--- src/rtl/two_src_arbiter_if.sv ---
// rtl/two_src_arbiter_if.sv - handshake bundle between two sources, the arbiter and one consumer
interface two_src_arbiter_if #(
  parameter int WIDTH = 8
);
  logic             a_valid;
  logic [WIDTH-1:0] a_data;
  logic             a_ready;
  logic             b_valid;
  logic [WIDTH-1:0] b_data;
  logic             b_ready;
  logic             sel;
  logic             out_valid;
  logic [WIDTH-1:0] out_data;
  logic             out_ready;

  // master: the arbiter itself
  modport master (
    input  a_valid, a_data, b_valid, b_data, out_ready,
    output a_ready, b_ready, sel, out_valid, out_data
  );

  // slave: the surrounding sources and consumer
  modport slave (
    output a_valid, a_data, b_valid, b_data, out_ready,
    input  a_ready, b_ready, sel, out_valid, out_data
  );
endinterface

--- src/rtl/two_src_arbiter.sv ---
// rtl/two_src_arbiter.sv - round-robin 2:1 arbiter feeding a one-entry registered output
module two_src_arbiter #(
  parameter int WIDTH = 8
) (
  input  logic              clk,
  input  logic              rst,
  two_src_arbiter_if.master bus
);

  typedef enum logic {
    EMPTY = 1'b0,
    FULL  = 1'b1
  } state_e;

  localparam logic SRC_A = 1'b0;
  localparam logic SRC_B = 1'b1;

  state_e           state_q, state_d;
  logic [WIDTH-1:0] out_data_q, out_data_d;
  logic             last_grant_q, last_grant_d;

  logic grant_valid;
  logic grant_src;
  logic can_load;
  logic load;

  // On a tie the source that did not win last time gets the slot.
  always_comb begin
    grant_valid = 1'b0;
    grant_src   = SRC_A;
    if (bus.a_valid && !bus.b_valid) begin
      grant_valid = 1'b1;
      grant_src   = SRC_A;
    end else if (!bus.a_valid && bus.b_valid) begin
      grant_valid = 1'b1;
      grant_src   = SRC_B;
    end else if (bus.a_valid && bus.b_valid) begin
      grant_valid = 1'b1;
      grant_src   = ~last_grant_q;
    end
  end

  always_comb begin
    state_d      = state_q;
    out_data_d   = out_data_q;
    last_grant_d = last_grant_q;

    can_load = (state_q == EMPTY) || bus.out_ready;
    load     = grant_valid && can_load && !rst;

    if (load) begin
      state_d      = FULL;
      out_data_d   = (grant_src == SRC_B) ? bus.b_data : bus.a_data;
      last_grant_d = grant_src;
    end else if ((state_q == FULL) && bus.out_ready) begin
      state_d = EMPTY;
    end
  end

  // Outputs are masked during reset so a held word is never reported as a transfer.
  always_comb begin
    bus.a_ready   = load && (grant_src == SRC_A);
    bus.b_ready   = load && (grant_src == SRC_B);
    bus.sel       = !rst && grant_valid && (grant_src == SRC_B);
    bus.out_valid = !rst && (state_q == FULL);
    bus.out_data  = rst ? '0 : out_data_q;
  end

  always_ff @(posedge clk) begin
    if (rst) begin
      state_q      <= EMPTY;
      out_data_q   <= '0;
      last_grant_q <= SRC_B;
    end else begin
      state_q      <= state_d;
      out_data_q   <= out_data_d;
      last_grant_q <= last_grant_d;
    end
  end

endmodule

--- src/flat_wrapper.sv ---
// flat-port wrapper written by rule: the top's interface ports become plain ports
module two_src_arbiter_flat 
#(
  parameter int WIDTH = 8
)
  (clk, rst, bus_a_valid, bus_a_data, bus_b_valid, bus_b_data, bus_out_ready, bus_a_ready, bus_b_ready, bus_sel, bus_out_valid, bus_out_data);
  two_src_arbiter_if #(.WIDTH(WIDTH)) bus_i ();
  input  logic clk;
  input  logic rst;
  input wire logic [$bits(bus_i.a_valid)-1:0] bus_a_valid;
  input wire logic [$bits(bus_i.a_data)-1:0] bus_a_data;
  input wire logic [$bits(bus_i.b_valid)-1:0] bus_b_valid;
  input wire logic [$bits(bus_i.b_data)-1:0] bus_b_data;
  input wire logic [$bits(bus_i.out_ready)-1:0] bus_out_ready;
  output wire logic [$bits(bus_i.a_ready)-1:0] bus_a_ready;
  output wire logic [$bits(bus_i.b_ready)-1:0] bus_b_ready;
  output wire logic [$bits(bus_i.sel)-1:0] bus_sel;
  output wire logic [$bits(bus_i.out_valid)-1:0] bus_out_valid;
  output wire logic [$bits(bus_i.out_data)-1:0] bus_out_data;
  assign bus_i.a_valid = bus_a_valid;
  assign bus_i.a_data = bus_a_data;
  assign bus_i.b_valid = bus_b_valid;
  assign bus_i.b_data = bus_b_data;
  assign bus_i.out_ready = bus_out_ready;
  assign bus_a_ready = bus_i.a_ready;
  assign bus_b_ready = bus_i.b_ready;
  assign bus_sel = bus_i.sel;
  assign bus_out_valid = bus_i.out_valid;
  assign bus_out_data = bus_i.out_data;
  two_src_arbiter #(.WIDTH(WIDTH)) u_core (.clk(clk), .rst(rst), .bus(bus_i));
endmodule
--- config.mk ---
export PLATFORM = sky130hd
export DESIGN_NAME = two_src_arbiter_flat
export DESIGN_NICKNAME = d
export VERILOG_FILES = /design/src/rtl/two_src_arbiter_if.sv /design/src/rtl/two_src_arbiter.sv /design/src/flat_wrapper.sv
export SDC_FILE = /design/constraint.sdc
export NUM_CORES = 1
export LEC_CHECK = 0
export ABC_CLOCK_PERIOD_IN_PS = 2800
export CAP_MARGIN = 20
export CORE_MARGIN = 5
export CORE_UTILIZATION = 39
export CTS_CLUSTER_DIAMETER = 80
export DETAILED_ROUTE_END_ITERATION = 6
export PLACE_DENSITY = 0.83
export SYNTH_ARGS = -nofsm -noshare
export SYNTH_HDL_FRONTEND = slang
export SYNTH_SLANG_ARGS = --single-unit
--- constraint.sdc ---
create_clock -name clk -period 2.8 [get_ports clk]
set_input_delay 0.28 -clock clk [delete_from_list [all_inputs] [get_ports clk]]
set_output_delay 0.28 -clock clk [all_outputs]
set_load 0.05 [all_outputs]
Word-level counts from Yosys, hierarchy flattened
Index checks and enable logic that the tools add are counted.
{ "word_totals": {"regBits": 10, "in_bits": 21, "out_inout_bits": 12, "wordCells": 32} }
{ "op_classes": {"mux": 10, "n_bitwise": 3, "n_reduce_logical": 16} }
{ "ops": {"columns": ["cell", "count"], "rows": [
  ["$mux 8", 2],
  ["$logic_and 1x1->1", 11],
  ["$mux 1", 8],
  ["$logic_not 1->1", 3],
  ["$not 1->1", 3],
  ["$reduce_bool 2->1", 1],
  ["$logic_or 1x1->1", 1]
]} }

Longest topological paths before layout
Gate-level depths: netlist of run 1.
{ "logic_depth": {"word_depth": 7, "ltp_mapped": 4, "mapped_depth_nobuf": 3} }

Least setup slack after synthesis of run 1
OpenSTA, ideal clock, no wires.
{ "synth_path": {"path_type": "input -> register", "startpoint": "in rst", "endpoint": "reg u_core.out_data_q[1]", "setup_time_ns": 0.079, "arrival_time_ns": 1.437, "setup_slack_ns": 1.284, "cell_stages": 4, "path_cell_list": "buf_6 > nor2b_1 > o21ai_0 > o211ai_1"} }
{ "synth_via": {"elab_chain_len": 2} }
{ "synth_rtl": {"columns": ["item", "line", "rtl"], "rows": [
  ["start: declaration", "flat_wrapper.sv:9", "input logic rst;"],
  ["$logic_not 1->1", "two_src_arbiter.sv:49", "load = grant_valid && can_load && !rst;"],
  ["$logic_and 1x1->1", "two_src_arbiter.sv:49", null],
  ["end signal: assignment", "two_src_arbiter.sv:76", "out_data_q <= out_data_d;"],
  ["end: declaration", "two_src_arbiter.sv:19", "logic [WIDTH-1:0] out_data_q, out_data_d;"]
]} }
Several ways; a longest one is shown, not always the timed one.
A chain may end at the register's enable or synchronous reset.

Worst setup path in the final report of run 1
{ "layout_path": {"startpoint": "in rst", "endpoint": "out bus_out_data[1]"} }
{ "layout_via": {"elab_chain_len": 1} }
{ "layout_rtl": {"columns": ["item", "line", "rtl"], "rows": [
  ["$mux 8", "two_src_arbiter.sv:66", "bus.out_data = rst ? '0 : out_data_q;"],
  ["end: declaration", "flat_wrapper.sv:19", "output wire logic [$bits(bus_i.out_data)-1:0] bus_out_data;"]
]} }
Every way passes these cells.

==> flow_summary_export.csv, run 1 <==
group,metric,value,unit
run_status,status,"complete, no violations",
synth,syn_inst,69,
placed_design,dp_slack,0.509,ns
critical_path,crit_path_cell_trace,"clkdlybuf4s50_1 > nor2b_1 > clkdlybuf4s50_1",
grt,grt_pass1_vias,573,
timing,skew,0.00981,ns
timing,setup_violations,0,
critical_path,r2r-end,"u_core.out_data_q[6]$_SDFFE_PP0P_",
grt,antenna_found_initial,0,
clocking,cts_buffer_depth,2,
critical_path,reg2reg_slack,1.51,ns
synth,synth_xor_area_share,0,%
clocking,clkLatencyLatePin,0.28,ns
timing,rsz0062_at_grt,"no",
synth,yosysUniqueCellTypes,18,
floorplan,io_pins,33,
synth,synth_compound_area_share,20.1,%
clocking,cts_tree,"done",
floorplan,initial_core_util,42.5,%
synth,synth-edff-count,0,
routing,drt_pass1_iterations,4,
power,total_power,0.000423,W
layout,mostFrequentLayoutCells,"clkdlybuf4s50_1 (29), nor2b_1 (10), dfxtp_1 (10)",
synth,async_flop_share,0,%
floorplan,fp.dieArea,2320,um2
routing,drt-wirelength-per-cell,13.9,um
timing,fin_crit,2.29,ns
layout,nets,124,
synth,muxShareOfSynthArea,0,%
hold_path,holdPathStages,1,
clocking,hold_buffers,0,
critical_path,path_common_cell,"clkdlybuf4s50_1",
critical_path,arrival,2.01,ns
timing,tns,0,ns
power,power-per-cell-area,453,nW/um2
critical_path,reg2regPathDepth,3,
critical_path,r2r-start,"u_core.state_q$_SDFFE_PP0P_",
clocking,ctsHtreeMaxLevel,1,
synth,syn_nets,90,
timing,worst_slew_pin_slew,0.550,ns
critical_path,max_stage_delay,0.83,ns
critical_path,slowest_stage,"clkdlybuf4s50_1",
routing,detail-route-antenna-nets,0,
synth,ys.flop_type,"dfxtp_1",
synth,ys_ff_latch,10,
routing,wl,1630,um
routing,via_per_inst,5.27,
synth,syn-mean-instance-area,8.21,um2
grt,grtUsageMet3,4.80,%
synth,syn_area,567,um2
layout,utilization,70.1,%
routing,drcViolationCount,0,
placed_design,portBuffers,32,
grt,grt_max_degree,14,
floorplan,fp-row-count,13,
timing,max_freq,437,MHz
power,p_leak,0.382,nW
synth,yosys.area_share.simple,32.9,%
timing,hold_viol,0,
placed_design,place_congestion,0.726,
critical_path,worstSetupPathType,"in -> out",
power,ir_drop,0.293,mV
synth,synth_top_family_by_area,"simple AND/OR/NAND/NOR gates",
synth,ys.warnings.count,0,
critical_path,startpoint_type,"input port",
critical_path,cp_max_fo,13,
layout,drive_gt1_share,9.80,%
layout,layout_commonest_cell,"clkdlybuf4s50_1",
clocking,clk_pin_slew,0.06,ns
timing,maxSlewViolCount,0,
synth,ys_seq_area_share,35.3,%
layout,syn2layout_area_growth,64.9,%
critical_path,crit_required,2.52,ns
placed_design,hpwlAfterDp,1210,um
routing,drt-initial-drc-count,16,
layout,diodes,0,
floorplan,die_h,48.1,um
clocking,clkSinkCount,10,
timing,min_period_over_period,81.8,%
hold_path,min_from,"u_core.last_grant_q$_SDFFE_PP1P_",
floorplan,core_area,1330,um2
hold_path,holdCritPathClass,"reg -> reg",
floorplan,die_w,48.1,um
timing,slew_headroom,63.4,%
grt,use_met2,26.1,%
timing,setup_slack,0.510,ns
clocking,cts-resized-gates,0,
synth,synth_adder_area_share,0,%
job,max-cap-violations,0,
grt,globalRouteOverflowTotal,0,
grt,grt_use_met1,17.6,%
clocking,cts_setup_buffers,0,
hold_path,worstHoldEndpoint,"u_core.last_grant_q$_SDFFE_PP1P_",
grt,grt_busiest_layer,"met2",
clocking,cts_root_buf,"clkbuf_4",
clocking,numCtsBuffers,3,
routing,num_vias,617,
grt,grt_pass1_wl,2420,um
critical_path,crit_path_end_kind,"output port",
grt,track_usage,15.8,%
sequential cells by signal, indices dropped and copies added (netlist names):
register             flops
u_core.state_q           1
u_core.out_data_q        8
u_core.last_grant_q      1
cell type report:
cell class	count	area [um2]
clock buffer	4	36.3
fill	113	399
inverter	9	33.8
multi-input combinational	46	300
sequential	10	200
tap	15	18.8
timing repair buffer	33	345
power by group:
| part | internal, W | total [W] | switching, W |
|---|---|---|---|
| clock | 0.0000792 | 0.000135 | 0.0000558 |
| sequential | 0.000155 | 0.000158 | 0.00000312 |
| combinational | 0.0000602 | 0.000131 | 0.0000705 |
| total | 0.000294 | 0.000423 | 0.000129 |
routing by layer:
layer  share of wire (%)  vias to the layer above  routed length, um
met5                   0                        -                  0
met4                 2.4                        0                 39
met3                 9.3                        4                152
met2                  50                       26                813
met1                  38                      278                620
li1                    -                      309                  -
how the worst max path moves through the flow:
stage / depth (start not counted) / start / slack [ns] / endpoint
after floorplan: 4 / rst / 1.28 / u_core.out_data_q[1]$_SDFFE_PP0P_
after global placement: 3 / rst / 0.54 / bus_out_data[1]
after detailed placement: 3 / rst / 0.51 / bus_out_data[1]
after CTS: 3 / rst / 0.51 / bus_out_data[5]
after global routing: 3 / rst / 0.43 / bus_out_data[4]
final: 3 / rst / 0.51 / bus_out_data[1]
logic make-up after synthesis:
logic type,Yosys count
simple gates,28
flops,10
compound gates,18
buf+inv,13
cell usage after synthesis (all sizes together) (2+ instances only):
| cell | instances | area, um2 |
|---|---|---|
| o211ai | 8 | 60.1 |
| nand4 | 8 | 50.1 |
| nand2b | 2 | 12.5 |
| nand2 | 2 | 7.51 |
| dfxtp | 10 | 200 |
| o21ai | 8 | 40.0 |
| buf | 4 | 32.5 |
| inv | 9 | 33.8 |
| nor2 | 2 | 10.0 |
| nor2b | 10 | 62.6 |
stage by stage:
step / cell area [um2] / hold slack, ns / std cells
after detailed placement: 898 / 0.469 / 113
final: 935 / 0.479 / 117
after floorplan: 567 / 0.445 / 69
after CTS: 935 / 0.484 / 117
after global placement: 898 / 0.462 / 113
after global routing: 935 / 0.523 / 117
worst max-delay path, delay by kind of cell:
family                 cells  cell delay, ns
buffers and inverters      2            1.46
AND/OR/NAND/NOR            1            0.27
No activity file was read; power rests on OpenSTA's default activity.
==> inputs of run 2 (changes only) <==
ABC_CLOCK_PERIOD_IN_PS = 1920   (was 2800)
CORE_UTILIZATION = 32   (was 39)
PLACE_DENSITY = 0.73   (was 0.83)
clock period = 1.92 ns   (was 2.8 ns; I/O delays follow)
==> flow_summary_export.csv, run 2 (synthesis results as in run 1) <==
group,metric,value,unit
run_status,status,"complete, no violations",
timing,fin_crit,1.63,ns
routing,drt-wirelength-per-cell,12.8,um
clocking,cts_setup_buffers,0,
timing,slew_headroom,64.5,%
layout,utilization,61.5,%
timing,hold_viol,0,
layout,nets,126,
job,max-cap-violations,0,
clocking,hold_buffers,0,
layout,layout_commonest_cell,"clkdlybuf4s50_1",
routing,via_per_inst,4.87,
critical_path,reg2reg_slack,0.82,ns
layout,syn2layout_area_growth,85.4,%
critical_path,max_stage_delay,0.52,ns
layout,diodes,0,
critical_path,cp_max_fo,7,
hold_path,holdCritPathClass,"reg -> reg",
power,power.switching,0.000178,W
timing,maxSlewViolCount,0,
layout,drive_gt1_share,19.4,%
timing,min_period_over_period,84.8,%
placed_design,placed_area,1030,um2
floorplan,io_pins,33,
clocking,cts-resized-gates,0,
clocking,clk_pin_slew,0.06,ns
timing,skew,0.00386,ns
critical_path,startpoint,"rst",
floorplan,fp.dieArea,2710,um2
routing,drt_pass1_iterations,4,
floorplan,die_h,52.1,um
placed_design,dp_slack,0.306,ns
grt,antenna_found_initial,0,
timing,setup_violations,0,
timing,max_freq,614,MHz
layout,largest_reg_flops,8,
power,clkPwrFrac,23.0,%
routing,detail-route-antenna-nets,0,
routing,wl,1640,um
grt,track_usage,13.2,%
routing,num_vias,623,
grt,globalRouteOverflowTotal,0,
placed_design,hpwlAfterDp,1320,um
placed_design,place_congestion,0.818,
critical_path,crit_path_cell_trace,"clkdlybuf4s50_1 > nor2b_1 > and3_1 > buf_12",
routing,drt-initial-drc-count,16,
critical_path,r2r-start,"u_core.state_q$_SDFFE_PP0P_",
power,power-per-cell-area,562,nW/um2
power,p_int,0.000412,W
critical_path,crit_path_end_kind,"output port",
critical_path,cp_num_cells,4,
layout,mostFrequentLayoutCells,"clkdlybuf4s50_1 (20), buf_12 (12), nor2b_1 (10), dfxtp_1 (10), inv_1 (9)",
power,ir_drop,0.301,mV
clocking,ctsHtreeMaxLevel,1,
placed_design,portBuffers,32,
floorplan,core_area,1710,um2
critical_path,crit_family,"buffers and inverters",
grt,grt_max_degree,11,
clocking,cts_tree,"done",
power,p_leak,0.432,nW
clocking,clkLatencyLatePin,0.25,ns
grt,grt_pass1_vias,603,
clocking,clkSinkCount,10,
critical_path,reg2regPathDepth,3,
critical_path,crit_buf_inv,2,
critical_path,slowest_stage,"clkdlybuf4s50_1",
floorplan,initial_core_util,33.2,%
timing,tns,0,ns
floorplan,die_w,52.1,um
floorplan,fp-row-count,15,
clocking,numCtsBuffers,3,
critical_path,startpoint_type,"input port",
power,seqPwrFrac,39.0,%
power,swShare,30.2,%
critical_path,arrival,1.44,ns
critical_path,crit_end,"bus_b_ready",
timing,worst_slew_pin_slew,0.530,ns
routing,drcViolationCount,0,
clocking,cts_buffer_depth,2,
critical_path,worstSetupPathType,"in -> out",
critical_path,crit_required,1.73,ns
power,p_comb_share,38.0,%
layout,design_area,1050,um2
timing,setup_slack,0.291,ns
clocking,cts_root_buf,"clkbuf_4",
grt,grt_pass1_wl,2600,um
layout,top_register,"u_core.out_data_q",
timing,rsz0062_at_grt,"no",
critical_path,r2r-end,"u_core.last_grant_q$_SDFFE_PP1P_",
layout,top_regs,"u_core.out_data_q (8), u_core.last_grant_q (1), u_core.state_q (1)",
==> run 2: worst min path at each step <==
stage	startpoint	to	slack, ns	depth (start not counted)
CTS	u_core.last_grant_q$_SDFFE_PP1P_	u_core.last_grant_q$_SDFFE_PP1P_	0.49	1
global route	bus_a_data[6]	u_core.out_data_q[6]$_SDFFE_PP0P_	0.53	3
global placement	u_core.last_grant_q$_SDFFE_PP1P_	u_core.last_grant_q$_SDFFE_PP1P_	0.46	1
detailed placement	u_core.last_grant_q$_SDFFE_PP1P_	u_core.last_grant_q$_SDFFE_PP1P_	0.48	1
floorplan	bus_b_data[0]	u_core.out_data_q[0]$_SDFFE_PP0P_	0.36	2
finish	u_core.last_grant_q$_SDFFE_PP1P_	u_core.last_grant_q$_SDFFE_PP1P_	0.50	1
==> run 2: power groups by stage <==
stage / Clock [W] / Sequential [W] / Combinational [W]
6_report: 0.000136 / 0.000230 / 0.000224
5_1_grt: 0.000147 / 0.000232 / 0.000237
4_1_cts: 0.000140 / 0.000230 / 0.000225
3_5_place_dp: 0 / 0.000235 / 0.000224
3_3_place_gp: 0 / 0.000234 / 0.000222
2_1_floorplan: 0 / 0.000234 / 0.000109
==> run 2: area by class of cell <==
class | instances | area, um2
inverter | 9 | 33.8
timing repair buffer | 35 | 463
fill | 148 | 657
multi-input combinational | 46 | 300
tap | 25 | 31.3
clock buffer | 3 | 22.5
sequential | 10 | 200
==> run 2: stage by stage <==
step | total power (W) | hold WS, ns | std cells
5_1_grt | 0.000616 | 0.526 | 128
3_5_place_dp | 0.000459 | 0.480 | 125
4_1_cts | 0.000595 | 0.493 | 128
3_3_place_gp | 0.000457 | 0.463 | 125
2_1_floorplan | 0.000342 | 0.357 | 69
6_report | 0.000590 | 0.496 | 128
==> run 2: worst register-to-register path, delay by kind of cell, from the launching register on <==
family	cells	cell delay, ns
AO/OA/AOI/OAI	1	0.26
AND/OR/NAND/NOR	2	0.39
flip-flops	1	0.34
==> run 2: metal layers <==
layer  global-route usage [%]  wire [um]  vias up
met5                        0          0        -
met4                     4.37          0        0
met3                     6.59        191        0
met2                     20.7        744       28
met1                     15.5        705      283
li1                         -          -      312
